--- config.mk ---
export PLATFORM = sky130hd
export DESIGN_NAME = fp_square
export DESIGN_NICKNAME = d
export VERILOG_FILES = /design/src/rtl/fp_pkg.sv /design/src/rtl/fp_sq_mant_mul.sv /design/src/rtl/fp_square.sv
export SDC_FILE = /design/constraint.sdc
export NUM_CORES = 1
export LEC_CHECK = 0
export CORE_AREA = 10 10 142 196
export CTS_BUF_LIST = sky130_fd_sc_hd__clkbuf_16
export CTS_CLUSTER_SIZE = 16
export DETAILED_ROUTE_END_ITERATION = 16
export DIE_AREA = 0 0 152 206
export PLACE_DENSITY = 0.67
export SETUP_SLACK_MARGIN = 0.5
export SLEW_MARGIN = 20
export SYNTH_ARGS = -nofsm -noshare
export SYNTH_HDL_FRONTEND = slang
export SYNTH_SLANG_ARGS = --single-unit
--- constraint.sdc ---
create_clock -name clk -period 4.3 [get_ports clk]
set_input_delay 0.645 -clock clk [delete_from_list [all_inputs] [get_ports clk]]
set_output_delay 0.645 -clock clk [all_outputs]
set_load 0.05 [all_outputs]
--- src/rtl/fp_pkg.sv ---
// Shared single-precision constants, field widths, state enum and word layout
// for the FPAU squaring unit.
package fp_pkg;

  localparam int unsigned WORD_W = 32;
  localparam int unsigned EXP_W  = 8;
  localparam int unsigned FRAC_W = 23;
  localparam int unsigned MANT_W = FRAC_W + 1;
  localparam int unsigned PROD_W = 2 * MANT_W;
  localparam int unsigned CNT_W  = 5;
  localparam int unsigned EXPC_W = 10;

  localparam int unsigned FP_BIAS = 127;

  localparam logic [WORD_W-1:0] FP_QNAN = 32'h7FC00000;
  localparam logic [WORD_W-1:0] FP_PINF = 32'h7F800000;
  localparam logic [WORD_W-1:0] FP_ZERO = 32'h00000000;

  typedef enum logic [1:0] {
    IDLE,
    CALC,
    NORM,
    DONE
  } fp_sq_state_e;

  typedef struct packed {
    logic              sign;
    logic [EXP_W-1:0]  exp;
    logic [FRAC_W-1:0] frac;
  } fp32_t;

endpackage

--- src/rtl/fp_sq_mant_mul.sv ---
// Iterative 24x24 shift-add mantissa multiplier: one multiplier bit per cycle.
// start loads the operand (squared against itself); done_c flags the final iteration.
module fp_sq_mant_mul
  import fp_pkg::*;
(
  input  logic              clk,
  input  logic              rst,
  input  logic              start,
  input  logic [MANT_W-1:0] mant,
  output logic              done_c,
  output logic [PROD_W-1:0] product
);

  logic [PROD_W-1:0] mcand;
  logic [MANT_W-1:0] mplier;
  logic [CNT_W-1:0]  cnt;
  logic              busy;

  assign done_c = busy && (cnt == CNT_W'(MANT_W - 1));

  always_ff @(posedge clk) begin
    if (rst) begin
      product <= '0;
      mcand   <= '0;
      mplier  <= '0;
      cnt     <= '0;
      busy    <= 1'b0;
    end else if (start) begin
      product <= '0;
      mcand   <= PROD_W'(mant);
      mplier  <= mant;
      cnt     <= '0;
      busy    <= 1'b1;
    end else if (busy) begin
      if (mplier[0]) product <= product + mcand;
      mcand  <= mcand << 1;
      mplier <= mplier >> 1;
      if (done_c) begin
        busy <= 1'b0;
        cnt  <= '0;
      end else begin
        cnt <= cnt + CNT_W'(1);
      end
    end
  end

endmodule

--- src/rtl/fp_square.sv ---
// IEEE-754 single-precision squaring unit S = A*A with valid/ready handshakes.
// Define FP_SQUARE_RNE_EN for round-to-nearest-even; otherwise the result is truncated.
module fp_square
  import fp_pkg::*;
(
  input  logic              clk,
  input  logic              rst,
  input  logic              in_valid,
  output logic              in_ready,
  input  logic [WORD_W-1:0] A,
  output logic              out_valid,
  input  logic              out_ready,
  output logic [WORD_W-1:0] S
);

  localparam logic signed [EXPC_W-1:0] EXP_INF  = 10'sd255;
  localparam logic signed [EXPC_W-1:0] EXP_NONE = 10'sd0;

  fp_sq_state_e             state, state_d;
  fp32_t                    a_in;
  logic [EXP_W-1:0]         a_exp, a_exp_d;
  logic [WORD_W-1:0]        s_d, special_s, norm_s;
  logic                     is_special, start, mul_done;
  logic [PROD_W-1:0]        product;
  logic                     p_hi;
  logic [FRAC_W-1:0]        frac;
  logic signed [EXPC_W-1:0] e_c;
  logic                     unused_sign;

  assign a_in        = fp32_t'(A);
  assign unused_sign = a_in.sign;

  fp_sq_mant_mul u_mul (
    .clk    (clk),
    .rst    (rst),
    .start  (start),
    .mant   ({1'b1, a_in.frac}),
    .done_c (mul_done),
    .product(product)
  );

  // Zero/denormal flush, infinity and NaN bypass the multiplier.
  always_comb begin
    is_special = 1'b1;
    special_s  = FP_ZERO;
    if (a_in.exp == '0)      special_s = FP_ZERO;
    else if (a_in.exp == '1) special_s = (a_in.frac == '0) ? FP_PINF : FP_QNAN;
    else                     is_special = 1'b0;
  end

`ifdef FP_SQUARE_RNE_EN
  logic              guard, sticky, round_up;
  logic [FRAC_W:0]   frac_inc;
`else
  logic              unused_tail;
  assign unused_tail = ^product[PROD_W-FRAC_W-3:0];
`endif

  // Normalize the [1,4) product and pack with range clamping.
  always_comb begin
    p_hi = product[PROD_W-1];
    frac = p_hi ? product[PROD_W-2 -: FRAC_W] : product[PROD_W-3 -: FRAC_W];
    e_c  = EXPC_W'({1'b0, a_exp, 1'b0}) - EXPC_W'(FP_BIAS) + EXPC_W'(p_hi);
`ifdef FP_SQUARE_RNE_EN
    guard    = p_hi ? product[PROD_W-FRAC_W-2] : product[PROD_W-FRAC_W-3];
    sticky   = p_hi ? (|product[PROD_W-FRAC_W-3:0]) : (|product[PROD_W-FRAC_W-4:0]);
    round_up = guard & (sticky | frac[0]);
    frac_inc = {1'b0, frac} + (FRAC_W + 1)'(round_up);
    frac     = frac_inc[FRAC_W-1:0];
    e_c      = e_c + EXPC_W'(frac_inc[FRAC_W]);
`endif
    if (e_c >= EXP_INF)       norm_s = FP_PINF;
    else if (e_c <= EXP_NONE) norm_s = FP_ZERO;
    else                      norm_s = {1'b0, e_c[EXP_W-1:0], frac};
  end

  // Next-state and result-register logic.
  always_comb begin
    state_d = state;
    s_d     = S;
    a_exp_d = a_exp;
    start   = 1'b0;
    case (state)
      IDLE: begin
        if (in_valid) begin
          if (is_special) begin
            s_d     = special_s;
            state_d = DONE;
          end else begin
            a_exp_d = a_in.exp;
            start   = 1'b1;
            state_d = CALC;
          end
        end
      end
      CALC: if (mul_done) state_d = NORM;
      NORM: begin
        s_d     = norm_s;
        state_d = DONE;
      end
      DONE: if (out_ready) state_d = IDLE;
      default: state_d = IDLE;
    endcase
  end

  always_ff @(posedge clk) begin
    if (rst) begin
      state     <= IDLE;
      in_ready  <= 1'b1;
      out_valid <= 1'b0;
      S         <= FP_ZERO;
      a_exp     <= '0;
    end else begin
      state     <= state_d;
      in_ready  <= (state_d == IDLE);
      out_valid <= (state_d == DONE);
      S         <= s_d;
      a_exp     <= a_exp_d;
    end
  end

endmodule
**After elaboration in Yosys (flattened, before gate mapping)**

Cells that the tools add are included.

- Order comparisons: 2
- Reductions and logical operators: 11
- Muxes and demuxes: 27
- Bitwise logic cells: 1
- Eq/ne operators: 8
- Add/subtract/negate cells: 4

Operators with widths:

| cell | number |
|---|---|
| $mux W31 | 4 |
| $mux W24 | 4 |
| $mux W32 | 2 |
| $pmux W32 S2 | 1 |
| $add A48 B48 Y48 | 1 |
| $mux W23 | 2 |
| $logic_not A23 Y1 | 1 |
| $add A10 B1 Y10 | 1 |
| $ge A10 B9 Y1 const B | 1 |
| $le A10 B1 Y1 const B | 1 |
| $sub A9 B7 Y10 const B | 1 |
| $eq A8 B8 Y1 const B | 1 |
| $logic_not A8 Y1 | 1 |
| $mux W1 | 8 |
| $mux W2 | 4 |
| $pmux W2 S4 | 1 |
| $eq A2 B2 Y1 const B | 3 |
| $reduce_and A3 Y1 | 2 |
| $add A5 B1 Y5 const B | 1 |
| $eq A5 B5 Y1 const B | 1 |
| $mux W5 | 1 |
| $logic_not A2 Y1 | 2 |
| $ne A2 B2 Y1 const B | 2 |
| $reduce_bool A2 Y1 | 2 |
| 5 further kinds | 5 |

- Input port bits: 36
- Output and inout port bits: 34
- Word-level logic and storage cells: 64
- Register bits: 170

**Longest topological paths before layout**

Gate-level depths: netlist of run 1.

- Depth in word-level cells: 7
- Mapped depth: 12
- Gate-level depth less buffers: 11

**By module**

From an unflattened synthesis of run 1, not the netlist that was laid out.

- Cell total of the unflattened synthesis: 1172
- Area total of the unflattened synthesis: 9924.5 sq um

By module, submodules not included:

| module | instances | area each (sq um) | sequential area each (sq um) | cells an instance |
|---|---|---|---|---|
| fp_sq_mant_mul | 1 | 7628.6 | 2522.4 | 915 |
| fp_square | 1 | 2296.0 | 860.8 | 257 |

**Least setup slack after synthesis of run 1**

OpenSTA, ideal clock, no wires.

- Path type: reg-to-reg
- Start point: register u_mul.product[0]
- End point: register u_mul.product[40]
- Arrival time: 2618 ps
- Buffers on the path: 0
- Cell stages (with the launch flop): 12
- Required time: 4178 ps
- Path slack: 1560 ps
- Setup time: 122 ps
- Period minus slack after synthesis: 2740 ps
- Cell sequence: dfxtp_1 -> ha_1 -> fa_1 -> a211oi_2 -> o2111ai_1 -> nand4_1 -> nand2_1 -> a211o_1 -> a311o_1 -> a31oi_2 -> nor3_1 -> a221o_1

- Word-level cells in the longest chain between the ends: 1

Ends and longest elaborated chain:

| item | RTL line | source |
|---|---|---|
| start, declared | fp_sq_mant_mul.sv:11 | `output logic [PROD_W-1:0] product` |
| start signal, assigned | fp_sq_mant_mul.sv:35 | `if (mplier[0]) product <= product + mcand;` |
| $add A48 B48 Y48 | fp_sq_mant_mul.sv:35 |  |

Every way passes these cells.
A chain may end at the register's enable or synchronous reset.

**Worst setup path in the final report of run 1**

- Start point: input A[26]
- End point: register u_mul.product[43]

- Word-level cells in the longest chain between the ends: 7
- Elaborated cells on any way between the ends: 8
- Those cells by class: eq/ne: 1; mux: 5; reduce/logical: 2

Ends and longest elaborated chain:

| item | RTL line | source |
|---|---|---|
| start, declared | fp_square.sv:10 | `input logic [WORD_W-1:0] A,` |
| $eq A8 B8 Y1 | fp_square.sv:47 | `else if (a_in.exp == '1) special_s = (a_in.frac == '0) ? FP_PINF : FP_QNAN;` |
| $mux W1 | fp_square.sv:47 |  |
| $mux W1 (*) | fp_square.sv:46 | `if (a_in.exp == '0) special_s = FP_ZERO;` |
| $mux W1 (*) | fp_square.sv:86 | `if (is_special) begin` |
| $mux W1 (*) | fp_square.sv:85 | `if (in_valid) begin` |
| $mux W1 (*) | fp_square.sv:83 | `case (state)` |
| $reduce_or A2 Y1 (no line) (*) | n/a |  |

Mark *: on every way between the ends. The rest lies on a longest branch, timed or not.

==> results of run 1 <==
==> cells in the mapped netlist, types with 9 or more instances <==
cell type,instances,area (sq um)
dfxtp_1,169,3380
a21oi_1,144,721
nand2_1,137,514
nor2_1,98,368
mux2i_1,96,961
clkbuf_1,56,210
ha_1,51,638
o21ai_0,40,200
nand3_1,29,145
o21bai_1,28,210
a21o_1,25,188
xor2_1,24,210
a2bb2oi_1,23,201
nand4_1,20,125
xnor2_1,20,175
nor3_1,19,95.1
a31oi_1,13,81.3
inv_1,12,45.0
a211oi_1,10,75.1
nor4_1,9,56.3
==> power by group <==
group          internal (uW)  switching [uW]  leakage (uW)
sequential              1610            59.9       0.00137
clock                    796             771      0.000294
combinational            134             176       0.00257
==> cells by family after synthesis <==
family / Yosys count
buffers and inverters: 83
adders and majority gates: 52
other: 1
xor gates and xnor gates: 44
and+or+nand+nor: 360
AOI/OAI and AO/OA: 336
DFF: 169
muxes: 98
==> per-layer routing <==
| layer | share of wire (%) | vias to the layer above | GRT usage, % |
|---|---|---|---|
| li1 | - | 4178 | - |
| met1 | 41 | 3889 | 16.0 |
| met2 | 53 | 161 | 28.8 |
| met3 | 3.5 | 35 | 2.56 |
| met4 | 2.1 | 0 | 5.34 |
| met5 | 0 | - | 0 |
==> through the flow <==
stage	power, uW	setup slack (ps)
detailed placement	2020	729
global route	3680	897
finish	3550	1080
CTS	3580	1170
global placement	2020	741
floorplan	1920	1560
==> critical path, delay by kind of cell <==
| kind | cells | cell delay [ps] |
|---|---|---|
| AOI/OAI and AO/OA | 1 | 190 |
| buffers and inverters | 1 | 440 |
| and+or+nand+nor | 6 | 2310 |
==> worst max-delay path by stage <==
stage,start,end,slack [ps],cells after the start
4_1_cts,u_mul.mcand[0]$_SDFFE_PP0P_,u_mul.product[40]$_SDFFE_PP0P_,1170,11
3_5_place_dp,A[30],u_mul.product[43]$_SDFFE_PP0P_,730,8
5_1_grt,A[26],u_mul.product[43]$_SDFFE_PP0P_,900,8
6_report,A[26],u_mul.product[43]$_SDFFE_PP0P_,1080,8
3_3_place_gp,A[26],u_mul.product[43]$_SDFFE_PP0P_,740,8
2_1_floorplan,u_mul.product[0]$_SDFFE_PP0P_,u_mul.product[40]$_SDFFE_PP0P_,1560,11
==> sequential cells by signal (all words and copies together) (netlist names), 2 cells and up <==
register       flops
u_mul.mcand       48
u_mul.product     48
S                 31
u_mul.mplier      24
a_exp              8
u_mul.cnt          5
state              2
==> cell type report <==
type	count	area [sq um]
Multi-Input combinational cell	891	5810
Tap cell	315	394
Timing Repair Buffer	74	718
Inverter	12	45.0
Fill cell	2449	13400
Sequential cell	169	3390
Clock inverter	15	190
Clock buffer	17	425
==> results.sh, run 1 <==
export IMPL_grt_overflow_total=0
export IMPL_finalHoldWorstSlack_ps=457
export IMPL_wire_per_inst_um=16.2
export IMPL_firstDrtPassIters=5
export IMPL_grt_max_degree=80
export IMPL_synth_xor_area_share_pct=4.04
export IMPL_ys_ff_latch=169
export IMPL_track_usage_pct=15.0
export IMPL_synth_area_mux_share_pct=10.3
export IMPL_antenna_found_initial=0
export IMPL_synthAdderAreaFrac_pct=6.89
export IMPL_first_global_vias=8100
export IMPL_post_route_util_pct=45.1
export IMPL_io_pins=70
export IMPL_crit_path_cell_trace="clkdlybuf4s50_1, nor4_1, a21o_1, nor2_1, nor2_2, nand2_1, or3_1, nand3_1"
export IMPL_worstMarginPinSlew_ps=905
export IMPL_syn_nets=1231
export IMPL_final_common_cell="dfxtp_1"
export IMPL_path_clk_slew_ps=80
export IMPL_period_needed_ps=3220
export IMPL_htreeDepth=4
export IMPL_power_per_cell_area_nw_per_um2=324
export IMPL_rows=68
export IMPL_clk_latency_ps=440
export IMPL_fp_dieH_um=206
export IMPL_slowest_delay_ps=720
export IMPL_clockBufferDepth=2
export IMPL_slew_headroom_pct=39.6
export IMPL_drive_above_1_share_pct=5.43
export IMPL_status="finished, final reports clean"
export IMPL_cap_violations=0
export IMPL_r2r_end="u_mul.product[40]$_SDFFE_PP0P_"
export IMPL_hp_start="u_mul.product[12]$_SDFFE_PP0P_"
export IMPL_grt_pass1_wl_um=39800
export IMPL_area_growth_pct=14.9
export IMPL_seq_area_frac_synth_pct=35.4
export IMPL_final_area_sq_um=11000
export IMPL_reg2reg_slack_ps=1130
export IMPL_drt_iter0_drc=465
export IMPL_synth_top_family_by_area="compound AO/OA/AOI/OAI gates"
export IMPL_synth_simple_gate_area_share_pct=17.2
export IMPL_r2r_start="u_mul.mcand[0]$_SDFFE_PP0P_"
export IMPL_cp_start_kind="primary input"
export IMPL_cts_resized=0
export IMPL_synth_ff_type="dfxtp_1"
export IMPL_grt_setup_unrepaired="no"
export IMPL_die_area_sq_um=31300
export IMPL_avgViaCountPerCell=5.53
export IMPL_drv_slew=0
export IMPL_leakagePower_uw=0.00424
export IMPL_max_freq_mhz=311
export IMPL_worst_path_max_delay_cell="nor2_2"
export IMPL_synthDistinctLibCells=71
export IMPL_avgSynthCellArea_sq_um=8.35
export IMPL_yosys_warnings=0
export IMPL_portBuffers=67
export IMPL_die_w_um=152
export IMPL_initial_utilization_pct=39.2
export IMPL_post_cts_setup_buffers=0
export IMPL_dr_total_vias=8263
export IMPL_cp_data_required_time_ps=4680
export IMPL_worstPathArrival_ps=3600
export IMPL_crit_type="in -> reg"
export IMPL_final_period_utilization_pct=74.9
export IMPL_layout_cells_non_filler=1493
export IMPL_end_kind="flip-flop"
export IMPL_dpl_cell_area_sq_um=10400
export IMPL_synth_compound_area_share_pct=22.3
export IMPL_hold_depth=2
export IMPL_hp_class="reg -> reg"
export IMPL_core_sq_um=24300
export IMPL_synthCells=1143
export IMPL_irDropWorstVdd_mv=0.266
export IMPL_cp_max_fo=19
export IMPL_diodes=0
export IMPL_dp_hpwl_um=17800
export IMPL_finalWeightedCongestion=0.915
export IMPL_cts_sinks=169
export IMPL_fin_skew_ps=15.5
export IMPL_dp_cells=1461
export IMPL_drc_errors=0
export IMPL_syn_area_sq_um=9550
export IMPL_cts_hold_buffers=0
export IMPL_final_cell_mix="dfxtp_1 (168), a21oi_1 (144), nand2_1 (137)"
export IMPL_hold_end="u_mul.product[12]$_SDFFE_PP0P_"
export IMPL_ant_nets=0
export IMPL_setup_tns_ps=0
export IMPL_setup_viol=0
export IMPL_route_final_wire_length_um=24200
export IMPL_hold_viol=0
export IMPL_nNetsFinal=1253
export IMPL_cts_root_buf="clkbuf_16"
export IMPL_numCtsBuffers=17
export IMPL_ys_async_sr_fraction_pct=0
export IMPL_ff2ff_path_depth=11
export IMPL_cts_tree="done"
export IMPL_synth_edf_count=0
No activity file was read; power rests on OpenSTA's default activity.
==> inputs of run 2 (changes only) <==
Settings changed: PLACE_DENSITY 0.67 to 0.69.
Clock period 4.3 ns to 2.8 ns, I/O delays scaled along.
==> run 2 against run 1 <==
The flow now finishes with violations (negative setup slack). Count of clock-buffer cells in the layout is 1 higher. Non-clock buffer count is 67 higher. Clock power is 52% higher. Sequential power is 53% higher. Combinational power is 93% higher. Hold slack worse by 39 ps. Wire length is 8.3% higher. Power is 56% higher. Global-route usage is 1.2 points higher. Critical path type is now reg -> reg. Critical endpoint is now u_mul.product[40]$_SDFFE_PP0P_. Largest power group unchanged.
==> results.sh, run 2 (synthesized netlist as in run 1, its figures left out) <==
export IMPL_status="finished with violations"
export IMPL_violations="negative setup slack"
export IMPL_dr_total_vias=8601
export IMPL_initial_utilization_pct=39.2
export IMPL_hold_viol=0
export IMPL_ff2ff_path_depth=11
export IMPL_die_w_um=152
export IMPL_finalHoldWorstSlack_ps=418
export IMPL_numCtsBuffers=17
export IMPL_portBuffers=67
export IMPL_hp_class="in -> reg"
export IMPL_io_pins=70
export IMPL_grt_pass1_wl_um=42300
export IMPL_grtUsageMet3_pct=2.67
export IMPL_drc_errors=0
export IMPL_setup_ws_ps=-90.0
export IMPL_final_common_cell="dfxtp_1"
export IMPL_cts_tree="done"
export IMPL_drv_slew=0
export IMPL_setup_viol=3
export IMPL_avgViaCountPerCell=5.51
export IMPL_grt_busiest_layer="met2"
export IMPL_layout_cells_non_filler=1560
export IMPL_fp_dieH_um=206
export IMPL_worstPathArrival_ps=3230
export IMPL_max_freq_mhz=346
export IMPL_firstDrtPassIters=5
export IMPL_wire_per_inst_um=16.8
export IMPL_fin_skew_ps=12.8
export IMPL_cts_root_buf="clkbuf_16"
export IMPL_cp_max_fo=4
export IMPL_end_kind="flip-flop"
export IMPL_grt_setup_unrepaired="yes"
export IMPL_finalWeightedCongestion=0.888
export IMPL_path_clk_slew_ps=70
export IMPL_grt_max_degree=69
export IMPL_drive_above_1_share_pct=18.6
export IMPL_final_cell_mix="dfxtp_1 (142), nand2_1 (133), a21oi_1 (131)"
export IMPL_first_global_vias=8520
export IMPL_antenna_found_initial=0
export IMPL_leakagePower_uw=0.00460
export IMPL_final_period_utilization_pct=103
export IMPL_cts_sinks=169
export IMPL_route_final_wire_length_um=26200
export IMPL_cp_data_required_time_ps=3140
export IMPL_worstMarginPinSlew_ps=759
export IMPL_crit_type="reg -> reg"
export IMPL_reg_largest_list="u_mul.mcand (48), u_mul.product (48), S (31)"
export IMPL_dp_cells=1499
export IMPL_use_met1_pct=16.9
export IMPL_track_usage_pct=16.1
export IMPL_grt_util_met2_pct=31.2
export IMPL_slew_headroom_pct=49.4
export IMPL_diodes=0
export IMPL_drt_iter0_drc=363
export IMPL_period_needed_ps=2890
export IMPL_die_area_sq_um=31300
export IMPL_setup_tns_ps=-168
export IMPL_clk_latency_ps=450
export IMPL_nNetsFinal=1320
export IMPL_rows=68
export IMPL_cp_start_kind="flip-flop"
export IMPL_irDropWorstVdd_mv=0.424
export IMPL_area_growth_pct=26.9
export IMPL_ant_nets=0
export IMPL_clockBufferDepth=2
export IMPL_power_per_cell_area_nw_per_um2=458
export IMPL_grt_overflow_total=0
export IMPL_hold_depth=5
export IMPL_dp_hpwl_um=18800
export IMPL_htreeDepth=4
export IMPL_cap_violations=0
export IMPL_core_sq_um=24300
-- run 2: cell types whose count changed in the layout (fill, tap and decap cells not counted), sizes merged --
cell	previous run	this run
inv	19	21
clkbuf	17	19
clkinv	7	4
buf	8	74
-- run 2: report_power, final --
group          total [uW]  leakage [uW]  internal [uW]  switching, uW
combinational         601       0.00292            274            327
sequential           2550       0.00139           2480           73.5
clock                2390      0.000291           1240           1150
-- run 2: path summary, 6_finish.rpt --
check / start / slack (ps) / end
max: u_mul.product[0]$_SDFFE_PP0P_ / -90 / u_mul.product[40]$_SDFFE_PP0P_
min: rst / 420 / u_mul.product[47]$_SDFFE_PP0P_
max reg2reg: u_mul.product[0]$_SDFFE_PP0P_ / -90 / u_mul.product[40]$_SDFFE_PP0P_
min reg2reg: u_mul.product[3]$_SDFFE_PP0P_ / 470 / u_mul.product[3]$_SDFFE_PP0P_
-- run 2: cell type report --
type,instances,area (sq um)
well taps,315,394
repair buffers,141,1290
clock buffers,18,450
inverters,12,45.0
flip-flops and latches,169,3430
clock inverters,14,146
multi-input cells,891,6360
fillers,2283,12200
-- run 2: repair_timing --
action                     CTS  global route
setup endpoints to repair   52            58
gates resized for setup     70            58
pin swaps                   44            23
hold buffers                 0             0
gates cloned                 0             2
setup buffers               18             9
-- run 2: critical path, stage by stage, from the launching register on --
cell and delay (ps):
dfxtp_2 340, ha_4 160, fa_2 360, a211oi_4 250
o2111ai_2 180, nand4_1 150, nand2_1 90, a211o_1 320
a311o_2 390, a31oi_2 210, nor3_1 60, a221o_1 250
-- run 2: stage by stage --
| step | utilization, % | setup slack, ps | area, sq um | total power, uW |
|---|---|---|---|---|
| floorplan | - | 146 | 9660 | 2960 |
| global placement | 44.2 | -23.6 | 10800 | 3140 |
| detailed placement | 44.2 | -61.0 | 10800 | 3150 |
| CTS | 48.3 | -69.1 | 11800 | 5570 |
| global route | 49.8 | -174 | 12100 | 5760 |
| finish | 49.8 | -90.0 | 12100 | 5550 |
-- run 2: layer usage --
metal / up-vias / wire length [um]
li1: 4306 / -
met1: 4121 / 10400
met2: 127 / 14500
met3: 47 / 724
met4: 0 / 604
met5: - / 0
